`config.mk`:
```
export PLATFORM = sky130hd
export DESIGN_NAME = avalon_rr_arbiter
export DESIGN_NICKNAME = d
export VERILOG_FILES = /design/src/rtl/avalon_rr_arbiter.sv
export SDC_FILE = /design/constraint.sdc
export NUM_CORES = 1
export LEC_CHECK = 0
export ABC_AREA = 1
export CORE_AREA = 2 2 116 118
export DETAILED_ROUTE_END_ITERATION = 8
export DIE_AREA = 0 0 118 120
export PLACE_DENSITY = 0.63
export RECOVER_POWER = 50
export SYNTH_ARGS = -nofsm -noshare
export SYNTH_HDL_FRONTEND = slang
export SYNTH_SLANG_ARGS = --single-unit
```
`constraint.sdc`:
```
create_clock -name clk -period 2.7 [get_ports clk]
set_clock_uncertainty 0.1 [all_clocks]
set_input_delay 0.405 -clock clk [delete_from_list [all_inputs] [get_ports clk]]
set_output_delay 0.405 -clock clk [all_outputs]
set_load 0.1 [all_outputs]
```
`src/rtl/avalon_rr_arbiter.sv`:
```
// avalon_rr_arbiter
// Shares one Avalon-MM slave between two masters using round-robin
// arbitration. A grant is held until the slave accepts the command
// (waitrequest low). A watchdog aborts a stalled transaction after TIMEOUT
// busy cycles: the master is released with all-ones readdata and the
// sticky timeout flag is set.
//
// Ports:
//   clk, reset            clock, asynchronous active-high reset
//   m0_* / m1_*           master ports (address, read, write, writedata in;
//                         readdata, waitrequest out)
//   s_*                   slave port (address, read, write, writedata out;
//                         readdata, waitrequest in)
//   timeout               sticky watchdog error, cleared only by reset
module avalon_rr_arbiter #(
    parameter int ADDR_WIDTH = 32,
    parameter int DATA_WIDTH = 32,
    parameter int TIMEOUT    = 2047
) (
    input  logic                  clk,
    input  logic                  reset,
    input  logic [ADDR_WIDTH-1:0] m0_address,
    input  logic                  m0_read,
    input  logic                  m0_write,
    input  logic [DATA_WIDTH-1:0] m0_writedata,
    output logic [DATA_WIDTH-1:0] m0_readdata,
    output logic                  m0_waitrequest,
    input  logic [ADDR_WIDTH-1:0] m1_address,
    input  logic                  m1_read,
    input  logic                  m1_write,
    input  logic [DATA_WIDTH-1:0] m1_writedata,
    output logic [DATA_WIDTH-1:0] m1_readdata,
    output logic                  m1_waitrequest,
    output logic [ADDR_WIDTH-1:0] s_address,
    output logic                  s_read,
    output logic                  s_write,
    output logic [DATA_WIDTH-1:0] s_writedata,
    input  logic [DATA_WIDTH-1:0] s_readdata,
    input  logic                  s_waitrequest,
    output logic                  timeout
);

    // Counter holds 0..TIMEOUT-1 and never needs to wrap.
    localparam int WD_W = $clog2(TIMEOUT + 1);
    localparam logic [WD_W-1:0] WD_LAST = WD_W'(TIMEOUT - 1);

    typedef enum logic [1:0] {IDLE, BUSY0, BUSY1} state_t;

    state_t          state, state_nxt;
    logic            last_grant, last_grant_nxt;
    logic [WD_W-1:0] wd_count, wd_nxt;
    logic            timeout_nxt;

    logic                  m0_req, m1_req;
    logic                  busy, sel1;
    logic                  cmd_rd, cmd_wr, cmd_any;
    logic                  done, abort;
    logic [ADDR_WIDTH-1:0] g_addr;
    logic [DATA_WIDTH-1:0] g_wdata;
    logic [DATA_WIDTH-1:0] g_rdata;
    logic                  g_release;

    assign m0_req = m0_read | m0_write;
    assign m1_req = m1_read | m1_write;

    // Granted-master command mux. Write wins over read when both are set;
    // a master that drops its request yields no command at all.
    always_comb begin
        busy    = (state != IDLE);
        sel1    = (state == BUSY1);
        g_addr  = sel1 ? m1_address   : m0_address;
        g_wdata = sel1 ? m1_writedata : m0_writedata;
        cmd_wr  = busy & (sel1 ? m1_write : m0_write);
        cmd_rd  = busy & (sel1 ? (m1_read & ~m1_write) : (m0_read & ~m0_write));
        cmd_any = cmd_rd | cmd_wr;
        done    = cmd_any & ~s_waitrequest;
        abort   = cmd_any & s_waitrequest & (wd_count == WD_LAST);
    end

    // Slave side: command is withdrawn on the abort cycle so the slave
    // never sees a half-accepted access.
    always_comb begin
        s_read      = cmd_rd & ~abort;
        s_write     = cmd_wr & ~abort;
        s_address   = busy ? g_addr  : '0;
        s_writedata = busy ? g_wdata : '0;
    end

    // Master side: only the granted master is ever released.
    always_comb begin
        g_release = done | abort;
        g_rdata   = abort ? '1 : (done ? s_readdata : '0);

        m0_waitrequest = 1'b1;
        m1_waitrequest = 1'b1;
        m0_readdata    = '0;
        m1_readdata    = '0;
        if (state == BUSY0) begin
            m0_waitrequest = ~g_release;
            m0_readdata    = g_rdata;
        end
        if (state == BUSY1) begin
            m1_waitrequest = ~g_release;
            m1_readdata    = g_rdata;
        end
    end

    // Next state. Every BUSY exit returns to IDLE, giving the one-cycle
    // bubble in which the other master can win arbitration.
    always_comb begin
        state_nxt      = state;
        last_grant_nxt = last_grant;
        wd_nxt         = wd_count;
        timeout_nxt    = timeout | abort;
        case (state)
            IDLE: begin
                // On a tie, the master not granted last time wins.
                if (m0_req && (!m1_req || last_grant)) begin
                    state_nxt      = BUSY0;
                    last_grant_nxt = 1'b0;
                    wd_nxt         = '0;
                end else if (m1_req) begin
                    state_nxt      = BUSY1;
                    last_grant_nxt = 1'b1;
                    wd_nxt         = '0;
                end
            end
            BUSY0, BUSY1: begin
                if (!cmd_any || done || abort)
                    state_nxt = IDLE;
                else
                    wd_nxt = wd_count + 1'b1;
            end
            default: state_nxt = IDLE;
        endcase
    end

    always_ff @(posedge clk or posedge reset) begin
        if (reset) begin
            state      <= IDLE;
            last_grant <= 1'b1;
            wd_count   <= '0;
            timeout    <= 1'b0;
        end else begin
            state      <= state_nxt;
            last_grant <= last_grant_nxt;
            wd_count   <= wd_nxt;
            timeout    <= timeout_nxt;
        end
    end

endmodule

```
==> flow_metrics.py, run 1 <==
metrics = {
    "pwr": {
        "power.net_switching_mw": 6.49,
        "power_leakage_nw": 3.30,
        "power.sequential.fraction_pct": 3.1,
        "combPwrFrac_pct": 93.8,
        "fin_total_pwr_mw": 9.67,
        "power_density_mw_per_mm2": 1200,
        "vdd_ir_drop_max_mv": 0.955,
        "p_sw_share_pct": 67.1,
        "internal_power_mw": 3.18,
        "clock_power_share_pct": 3.1,
    },
    "synthesis": {
        "async_flop_share_pct": 100,
        "yosysUniqueCellTypes": 26,
        "syn-instance-count": 473,
        "synth.ff_latch_count": 15,
        "number_of_warnings_printed_during_yosys_synthesis": 0,
        "ys_dominant_reg_cell": "sky130_fd_sc_hd__dfrtp_1",
        "synth_compound_gate_area_share_pct": 32.6,
        "yosys.area.top_type_share_pct": 20.3,
        "synth_most_common_cell": "sky130_fd_sc_hd__nor2_1",
        "synth-seq-area-share_pct": 14.2,
        "post_synth_fa_ha_maj_area_fraction_pct": 2.36,
        "xor_xnor_share_of_the_synthesized_area_pct": 1.32,
        "synth_area_mm2": 0.00265,
        "post_synthesis_simple_gate_area_fraction_pct": 34.6,
        "synth_top_cell_by_area": "sky130_fd_sc_hd__nor2_1",
        "yosys-top-cells-area": "sky130_fd_sc_hd__nor2_1 20%, sky130_fd_sc_hd__a21oi_2 16%, sky130_fd_sc_hd__dfrtp_1 13%, sky130_fd_sc_hd__o21ai_0 12%, sky130_fd_sc_hd__nand2_1 8.4%",
        "synthesis.area_per_instance_um2": 5.60,
        "synth_edf_count": 0,
        "synth.top_cells.by_count": "143 x sky130_fd_sc_hd__nor2_1, 66 x sky130_fd_sc_hd__o21ai_0, 59 x sky130_fd_sc_hd__nand2_1, 52 x sky130_fd_sc_hd__inv_1, 49 x sky130_fd_sc_hd__a21oi_2",
        "synth_top_family_by_area": "simple AND/OR/NAND/NOR gates",
        "muxShareOfSynthArea_pct": 0,
        "number_of_nets_in_the_synthesized_netlist": 645,
    },
    "critical_path": {
        "worstPathCellList": "inv_2 -> ha_1 -> inv_1 -> nor2_4 -> nand3_4 -> nor2_4 -> nand2_8 -> buf_12 -> buf_12 -> a21oi_4 -> buf_12",
        "path_buf_inv": 5,
        "critical_path_class": "flip-flop to output pin",
        "reg2reg_slack_ns": 0.61,
        "timing.critical_path.from_type": "flip-flop",
        "cp_common_cell": "sky130_fd_sc_hd__buf_12",
        "timing.critical_path.required_ns": 2.19,
        "critical_path_peak_fanout": 9,
        "critical_path.endpoint_type": "output pin",
        "crit_path_max_incr_delay_ns": 0.42,
        "cp_top_family": "buffers and inverters",
        "critical_path.slowest_cell": "sky130_fd_sc_hd__dfrtp_1",
        "worstPathArrival_ns": 2.12,
    },
    "route": {
        "final_routed_wirelength_um": 15200,
        "detailroute.via_count": 4312,
        "detailedRoute.firstIterationViolations": 201,
        "wire_per_inst_um": 15.7,
        "detailedRoute.firstPassIterationCount": 4,
        "drc": 0,
        "via_per_inst": 4.46,
        "route.antenna.remaining_nets": 0,
    },
    "timing": {
        "period_minus_slack_ns": 2.62,
        "fin_max_slew_vios": 0,
        "timing.final.crit_share_pct": 97.2,
        "worst_slew_pin_slew_ns": 1.23,
        "tns_ns": 0,
        "worst_setup_margin_ns": 0.0766,
        "unrepaired_setup_endpoints_after_global_routing": "yes",
        "slew_headroom_pct": 18.3,
        "achievable-frequency_mhz": 381,
        "setup_viol": 0,
        "hold_violations": 0,
    },
    "outcome": {
        "run_status": "finished, final reports clean",
    },
    "place": {
        "dpl_worst_slack_ns": 0.0234,
        "hpwlAfterDp_um": 12800,
        "port-buffer-count": 299,
        "placed_cells": 944,
        "gp_routability_congestion": 0.862,
    },
    "clock_tree": {
        "clock-sinks": 15,
        "cts.reportedPaths.clkPinSlew_ns": 0.05,
        "htree_levels": 1,
        "ctsLongestPathBuffers": 2,
        "num_cts_buffers": 3,
        "insertion_delay_ns": 0.25,
        "cts_tree": "done",
        "postCtsHoldBufs": 0,
        "cts_root_buffer": "sky130_fd_sc_hd__clkbuf_16",
    },
    "cells_and_area": {
        "seq_area_um2": 377,
        "flow.area_growth_from_synthesis_pct": 203,
        "fill_cells": 1061,
        "final_core_occ_pct": 61.8,
        "area_occupied_by_multi_input_gates_mm2": 0.00251,
        "post_layout_nonfiller_instances": 967,
        "antenna_cells": 0,
        "nets": 964,
        "drive_above_1_share_pct": 40.3,
    },
    "floorplan": {
        "die_w_um": 118,
        "ios": 300,
        "design.die.area_mm2": 0.0142,
        "placeableCoreArea_mm2": 0.0130,
        "std_cell_rows": 42,
        "start_util_pct": 20.4,
        "floorplan.die.height_um": 120,
    },
    "run": {
        "timing.max_cap.violations": 0,
    },
    "min_path": {
        "hold_path.class": "flip-flop to flip-flop",
    },
    "grt": {
        "global_route_wire_length_before_repair_um": 23300,
        "grt_remaining_overflow": 0,
        "total_routing_usage_gr_pct": 20.5,
        "grt_antenna_before_repair": 0,
        "vias_in_the_first_global_route": 4208,
        "grt_start_max_net_pins": 69,
    },
}
-- layer usage --
layer	up-vias	wire length (um)	global-route usage, %
met2	213	7840	37.5
met3	13	1300	5.18
met5	-	0	0
met1	1956	5840	24.0
met4	0	216	4.29
li1	2130	-	-
-- logic make-up (layout without fill, tap and decap cells) --
kind of cell / count (synthesis) / count (layout)
xor+xnor: 4 / 4
buf+inv: 89 / 407
fa+ha+maj: 5 / 5
compound gates: 134 / 134
flops: 15 / 15
simple gates: 226 / 226
-- cell usage in the layout, fill, tap and decap left out, types with 5 or more instances in the layout --
master / n
sky130_fd_sc_hd__nand3_1: 11
sky130_fd_sc_hd__a21oi_1: 5
sky130_fd_sc_hd__clkbuf_4: 21
sky130_fd_sc_hd__a21oi_4: 50
sky130_fd_sc_hd__a21oi_2: 11
sky130_fd_sc_hd__nand2_2: 7
sky130_fd_sc_hd__nor2_1: 94
sky130_fd_sc_hd__dfrtp_1: 14
sky130_fd_sc_hd__o21ai_0: 66
sky130_fd_sc_hd__nor2_2: 48
sky130_fd_sc_hd__inv_1: 49
sky130_fd_sc_hd__buf_4: 31
sky130_fd_sc_hd__nand2_1: 52
sky130_fd_sc_hd__buf_12: 126
sky130_fd_sc_hd__clkdlybuf4s50_1: 164
-- state kept, by name, summed over array words and instances (netlist names) --
| signal | count |
|---|---|
| state | 2 |
| last_grant | 1 |
| wd_count | 11 |
| timeout | 1 |
-- worst reg2reg max path: cells and delay by family, from the launching register on --
kind / cells / cell delay, ns
simple gates: 5 / 0.65
buf+inv: 3 / 0.28
flops: 1 / 0.38
fa+ha+maj: 1 / 0.19
compound gates: 2 / 0.36
-- worst paths after layout --
kind                                   endpoint         start  cells past startpoint
worst max-delay path            m0_readdata[12]   wd_count[0]                     11
worst min-delay path               wd_count[10]  wd_count[10]                      2
worst max register to register      wd_count[3]      state[0]                     11
worst min register to register     wd_count[10]  wd_count[10]                      2
max in group asynchronous           wd_count[7]         reset                      2
min in group asynchronous           wd_count[0]         reset                      2
-- cell type report --
type	count	area share, %
clock buffer	4	0.982
timing repair buffer	349	57.8
sequential	15	4.69
tap	176	2.74
multi-input combinational	369	31.2
inverter	54	2.59
-- stage by stage --
stage | hold WS [ns] | area, um^2
after global routing | 0.407 | 8030
after floorplan | 0.206 | 3190
after detailed placement | 0.368 | 7910
final | 0.391 | 8030
after global placement | 0.355 | 7910
after CTS | 0.379 | 8160
-- power by group through the flow --
stage	registers, mW	clock network (mW)	logic [mW]
finish	0.299	0.296	9.08
global route	0.303	0.309	9.40
CTS	0.298	0.299	9.56
detailed placement	0.298	0	9.51
global placement	0.294	0	9.47
floorplan	0.290	0	5.93
-- repair_timing --
| action | CTS | global route |
|---|---|---|
| resized for setup | 15 | 19 |
| buffers inserted | 7 | 11 |
| endpoints found under the setup margin | 45 | 62 |
| pin swaps | 2 | 7 |
| gates cloned | 0 | 1 |
No activity file was read; power rests on OpenSTA's default activity.
==> run 2, diff against run 1 <==
CORE_AREA = 5 5 113 115   (was 2 2 116 118)
CTS_CLUSTER_SIZE = 28   (was default)
PLACE_DENSITY = 0.69   (was 0.63)
==> flow_metrics.py, run 2 (synthesis gave the netlist of run 1 again) <==
metrics = {
    "route": {
        "route.antenna.remaining_nets": 0,
        "detailedRoute.firstIterationViolations": 144,
        "via_per_inst": 4.62,
        "detailroute.via_count": 4355,
        "wire_per_inst_um": 17.9,
        "drc": 0,
        "final_routed_wirelength_um": 16800,
        "detailedRoute.firstPassIterationCount": 4,
    },
    "floorplan": {
        "design.die.area_mm2": 0.0142,
        "std_cell_rows": 40,
        "ios": 300,
        "placeableCoreArea_mm2": 0.0117,
        "floorplan.die.height_um": 120,
        "die_w_um": 118,
        "start_util_pct": 22.6,
    },
    "grt": {
        "grt_antenna_before_repair": 0,
        "total_routing_usage_gr_pct": 21.8,
        "grt_start_max_net_pins": 51,
        "global_route_wire_length_before_repair_um": 25200,
        "vias_in_the_first_global_route": 4475,
        "grt_remaining_overflow": 0,
    },
    "clock_tree": {
        "insertion_delay_ns": 0.24,
        "ctsLongestPathBuffers": 2,
        "num_cts_buffers": 3,
        "clock-sinks": 15,
        "htree_levels": 1,
        "cts_root_buffer": "sky130_fd_sc_hd__clkbuf_16",
        "cts_tree": "done",
        "cts.reportedPaths.clkPinSlew_ns": 0.05,
    },
    "timing": {
        "achievable-frequency_mhz": 375,
        "fin_max_slew_vios": 0,
        "unrepaired_setup_endpoints_after_global_routing": "yes",
        "hold_violations": 0,
        "period_minus_slack_ns": 2.66,
        "setup_viol": 0,
        "worst_slew_pin_slew_ns": 1.22,
        "slew_headroom_pct": 19.0,
        "worst_hold_slack_ns": 0.367,
        "timing.final.crit_share_pct": 98.7,
    },
    "place": {
        "port-buffer-count": 299,
        "placed_area_mm2": 0.00787,
        "hpwlAfterDp_um": 13800,
        "gp_routability_congestion": 0.923,
    },
    "cells_and_area": {
        "nets": 968,
        "antenna_cells": 0,
        "largest_registers": "wd_count: 11 flops, state: 2 flops",
        "cell_area_after_layout_mm2": 0.00835,
        "drive_above_1_share_pct": 42.4,
        "layout.cells.most_common_list": "165 x sky130_fd_sc_hd__clkdlybuf4s50_1, 148 x sky130_fd_sc_hd__buf_12, 77 x sky130_fd_sc_hd__nor2_1",
        "final_core_occ_pct": 71.3,
        "registers.top_by_ff_count": "wd_count",
        "flow.area_growth_from_synthesis_pct": 215,
        "final_common_cell": "sky130_fd_sc_hd__clkdlybuf4s50_1",
        "flip_flop_count_of_the_largest_register_all_copies_and_words_added": 11,
    },
    "critical_path": {
        "worstPathCellList": "inv_2 -> ha_4 -> nand2_2 -> nand2_2 -> o21ai_4 -> inv_2 -> buf_6 -> nand3_4 -> buf_4 -> a21oi_4 -> buf_12",
        "crit_path_max_incr_delay_ns": 0.39,
        "timing.critical_path.required_ns": 2.19,
        "critical_path_class": "flip-flop to output pin",
        "critical_path.slowest_cell": "sky130_fd_sc_hd__dfrtp_1",
        "critical_path.endpoint_type": "output pin",
        "cp_num_cells": 11,
        "path_buf_inv": 5,
        "r2r_cells": 9,
        "critical_path_peak_fanout": 8,
        "timing.critical_path.from_type": "flip-flop",
        "worstPathArrival_ns": 2.16,
        "cp_top_family": "buffers and inverters",
    },
    "pwr": {
        "power.net_switching_mw": 6.58,
        "power.sequential.fraction_pct": 2.9,
        "combPwrFrac_pct": 94.3,
        "internal_power_mw": 3.60,
        "vdd_ir_drop_max_mv": 1.13,
        "power_leakage_nw": 3.45,
        "clock_power_share_pct": 2.8,
        "p_sw_share_pct": 64.7,
        "power_density_mw_per_mm2": 1220,
    },
    "run": {
        "timing.max_cap.violations": 0,
    },
    "min_path": {
        "hold_path.class": "flip-flop to flip-flop",
        "min_path_cells": 2,
    },
    "outcome": {
        "run_status": "finished, final reports clean",
    },
}
## run 2: cell types whose count changed in the layout (fill, tap and decap cells not counted), moves of 2 or more
cell	before	now
sky130_fd_sc_hd__clkbuf_4	21	0
sky130_fd_sc_hd__nor2_2	48	66
sky130_fd_sc_hd__nor2_1	94	77
sky130_fd_sc_hd__nand2_1	52	54
sky130_fd_sc_hd__a21oi_2	11	8
sky130_fd_sc_hd__buf_4	31	33
sky130_fd_sc_hd__buf_6	3	1
sky130_fd_sc_hd__buf_12	126	148
sky130_fd_sc_hd__nand3_2	0	2
sky130_fd_sc_hd__a21oi_1	5	8
sky130_fd_sc_hd__nand3_4	3	1
## run 2: through the flow
stage	setup TNS, ns	power (mW)	setup slack, ns	cells
final	0	10.2	0.0352	942
after global routing	-2.21	10.5	-0.0687	942
after CTS	-0.00656	10.1	-0.00362	926
after detailed placement	0	9.77	0.0852	910
after global placement	0	9.70	0.110	910
after floorplan	-7.89	6.22	-0.588	473
## run 2: cell type report
cell class	instances	area, um^2
Tap cell	147	184
Inverter	54	205
Timing Repair Buffer	353	5000
Clock inverter	1	5.00
Clock buffer	3	75.1
Multi-Input combinational cell	369	2500
Fill cell	859	3360
Sequential cell	15	377
## run 2: timing repair
action / in CTS / in global routing
buffers inserted: 10 / 14
hold buffers: 0 / 0
gates resized for setup: 5 / 17
pin swaps: 4 / 20
endpoints found under the setup margin: 39 / 78
gates cloned: 2 / 2
## run 2: worst paths after layout
| check | startpoint | to | slack [ns] |
|---|---|---|---|
| hold reg to reg | timeout | timeout | 0.37 |
| setup reg to reg | state[1] | wd_count[2] | 0.68 |
| setup / recovery | state[0] | m1_readdata[22] | 0.04 |
| max in group asynchronous | reset | last_grant | 1.58 |
| min in group asynchronous | reset | wd_count[3] | 0.55 |
| hold / removal | timeout | timeout | 0.37 |
## run 2: layer usage
layer | track usage [%] | vias up | share of wire, %
li1 | - | 2140 | -
met1 | 24.3 | 1971 | 36
met2 | 39.2 | 211 | 52
met3 | 6.69 | 33 | 7.9
met4 | 7.81 | 0 | 3.4
met5 | 0 | - | 0
## run 2: worst register-to-register path, delay by kind of cell, from the launching register on
kind,cells,cell delay (ns)
fa+ha+maj,1,0.22
flops,1,0.41
simple gates,4,0.63
buf+inv,3,0.37
compound gates,1,0.18
## run 2: power groups by stage
| stage | combinational [mW] | sequential, mW | clock (mW) |
|---|---|---|---|
| 6_report | 9.60 | 0.293 | 0.287 |
| 5_1_grt | 9.93 | 0.297 | 0.297 |
| 4_1_cts | 9.56 | 0.291 | 0.291 |
| 3_5_place_dp | 9.47 | 0.297 | 0 |
| 3_3_place_gp | 9.40 | 0.294 | 0 |
| 2_1_floorplan | 5.93 | 0.290 | 0 |
==> run 3, diff against run 2 <==
TNS_END_PERCENT = 10   (was default)
==> flow_metrics.py, run 3 (synthesis gave the netlist of run 1 again) <==
metrics = {
    "floorplan": {
        "floorplan.die.height_um": 120,
        "placeableCoreArea_mm2": 0.0117,
        "ios": 300,
        "die_w_um": 118,
        "std_cell_rows": 40,
        "start_util_pct": 22.6,
        "design.die.area_mm2": 0.0142,
    },
    "cells_and_area": {
        "antenna_cells": 0,
        "flow.area_growth_from_synthesis_pct": 198,
        "final_core_occ_pct": 67.5,
        "drive_above_1_share_pct": 33.3,
        "layout.cells.most_common_list": "164 x sky130_fd_sc_hd__clkdlybuf4s50_1, 142 x sky130_fd_sc_hd__nor2_1, 118 x sky130_fd_sc_hd__buf_12",
        "registers.top_by_ff_count": "wd_count",
        "flip_flop_count_of_the_largest_register_all_copies_and_words_added": 11,
        "final_common_cell": "sky130_fd_sc_hd__clkdlybuf4s50_1",
        "nets": 951,
        "largest_registers": "wd_count: 11 flops, state: 2 flops",
    },
    "clock_tree": {
        "cts_root_buffer": "sky130_fd_sc_hd__clkbuf_16",
        "ctsLongestPathBuffers": 2,
        "cts.reportedPaths.clkPinSlew_ns": 0.05,
        "clock-sinks": 15,
        "postCtsHoldBufs": 0,
        "cts_tree": "done",
        "insertion_delay_ns": 0.25,
        "htree_levels": 1,
        "num_cts_buffers": 3,
    },
    "timing": {
        "timing.final.crit_share_pct": 99.3,
        "setup_viol": 0,
        "unrepaired_setup_endpoints_after_global_routing": "yes",
        "fin_max_slew_vios": 0,
        "slew_headroom_pct": 19.8,
        "hold_violations": 0,
        "achievable-frequency_mhz": 373,
        "worst_slew_pin_slew_ns": 1.21,
        "tns_ns": 0,
        "worst_hold_slack_ns": 0.360,
        "period_minus_slack_ns": 2.68,
    },
    "route": {
        "drc": 0,
        "wire_per_inst_um": 20.1,
        "detailedRoute.firstPassIterationCount": 5,
        "detailedRoute.firstIterationViolations": 269,
        "final_routed_wirelength_um": 18600,
        "detailroute.via_count": 4518,
        "via_per_inst": 4.88,
        "route.antenna.remaining_nets": 0,
    },
    "run": {
        "timing.max_cap.violations": 0,
    },
    "grt": {
        "total_routing_usage_gr_pct": 20.7,
        "grt_start_max_net_pins": 49,
        "global_route_wire_length_before_repair_um": 23900,
        "vias_in_the_first_global_route": 4276,
        "grt_antenna_before_repair": 0,
        "grt_remaining_overflow": 0,
    },
    "critical_path": {
        "cp_top_family": "buffers and inverters",
        "critical_path_class": "input pin to output pin",
        "crit_path_max_incr_delay_ns": 0.56,
        "critical_path.endpoint_type": "output pin",
        "path_buf_inv": 4,
        "timing.critical_path.required_ns": 2.19,
        "timing.critical_path.from_type": "input pin",
        "worstPathCellList": "dlygate4sd3_1 -> nand2_1 -> nand2_2 -> o21ai_4 -> clkinv_4 -> nand3_4 -> clkbuf_16 -> a21oi_4 -> buf_12",
        "critical_path_peak_fanout": 8,
        "critical_path.slowest_cell": "sky130_fd_sc_hd__dlygate4sd3_1",
        "worstPathArrival_ns": 2.18,
    },
    "place": {
        "port-buffer-count": 299,
        "hpwlAfterDp_um": 13400,
        "gp_routability_congestion": 0.923,
    },
    "min_path": {
        "hold_path.class": "flip-flop to flip-flop",
    },
    "pwr": {
        "power_density_mw_per_mm2": 1210,
        "vdd_ir_drop_max_mv": 1.06,
        "power_leakage_nw": 3.30,
    },
    "outcome": {
        "run_status": "finished, final reports clean",
    },
}
-- run 3: cell types whose count changed in the layout (fill, tap and decap cells not counted), sizes merged --
cell / previous run / this run
bufbuf: 1 / 0
dlygate4sd3: 1 / 2
clkdlybuf4s50: 165 / 164
clkbuf: 6 / 31
buf: 183 / 141
nand2: 61 / 63
inv: 54 / 53
-- run 3: final timing paths --
check | from | endpoint | slack [ns] | cells past startpoint
min | timeout | timeout | 0.36 | 2
max | m1_write | m1_readdata[12] | 0.02 | 9
max reg2reg | state[0] | wd_count[7] | 0.53 | 11
min in group asynchronous | reset | wd_count[8] | 0.57 | 2
max in group asynchronous | reset | wd_count[6] | 1.54 | 2
min reg2reg | timeout | timeout | 0.36 | 2
-- run 3: timing repair --
action	4_1_cts	5_1_grt
buffers inserted	0	7
cloned	0	13
setup endpoints to repair	30	64
pin swaps	0	37
gates resized for setup	12	89
-- run 3: worst register-to-register path: stages (launching register included) --
cell and delay, ns:
sky130_fd_sc_hd__dfrtp_1 0.38, sky130_fd_sc_hd__inv_2 0.07, sky130_fd_sc_hd__ha_4 0.18, sky130_fd_sc_hd__inv_2 0.08
sky130_fd_sc_hd__nand2_1 0.08, sky130_fd_sc_hd__nand2_2 0.11, sky130_fd_sc_hd__o21ai_4 0.08, sky130_fd_sc_hd__buf_4 0.15
sky130_fd_sc_hd__o21bai_2 0.30, sky130_fd_sc_hd__nand2_1 0.33, sky130_fd_sc_hd__nand2_1 0.16, sky130_fd_sc_hd__nand2_1 0.06
-- run 3: layer usage --
metal	global-route usage, %	vias up	wire length (um)
met3	6.13	47	1470
met1	22.9	2091	6380
met2	38.3	266	10000
met4	5.66	0	726
met5	0	-	0
li1	-	2114	-
-- run 3: stage by stage --
step	cells	area [um^2]	total power [mW]	setup slack, ns
2_1_floorplan	473	2660	5.93	-0.588
3_3_place_gp	901	7150	9.40	0.112
3_5_place_dp	901	7150	9.47	0.0740
4_1_cts	905	7290	9.79	-0.0404
5_1_grt	925	7900	9.86	-0.105
6_report	925	7900	9.56	0.0179
-- run 3: cell type report --
type                            instances  area [um^2]
Timing Repair Buffer                  334         4590
Fill cell                             853         3810
Multi-Input combinational cell        371         2470
Sequential cell                        15          377
Inverter                               54          208
Tap cell                              147          184
Clock buffer                            4         78.8
-- run 3: report_power, final --
group,internal [mW],switching [mW],leakage (nW)
clock,0.200,0.0896,0.0382
combinational,2.61,6.36,3.07
sequential,0.266,0.0352,0.198
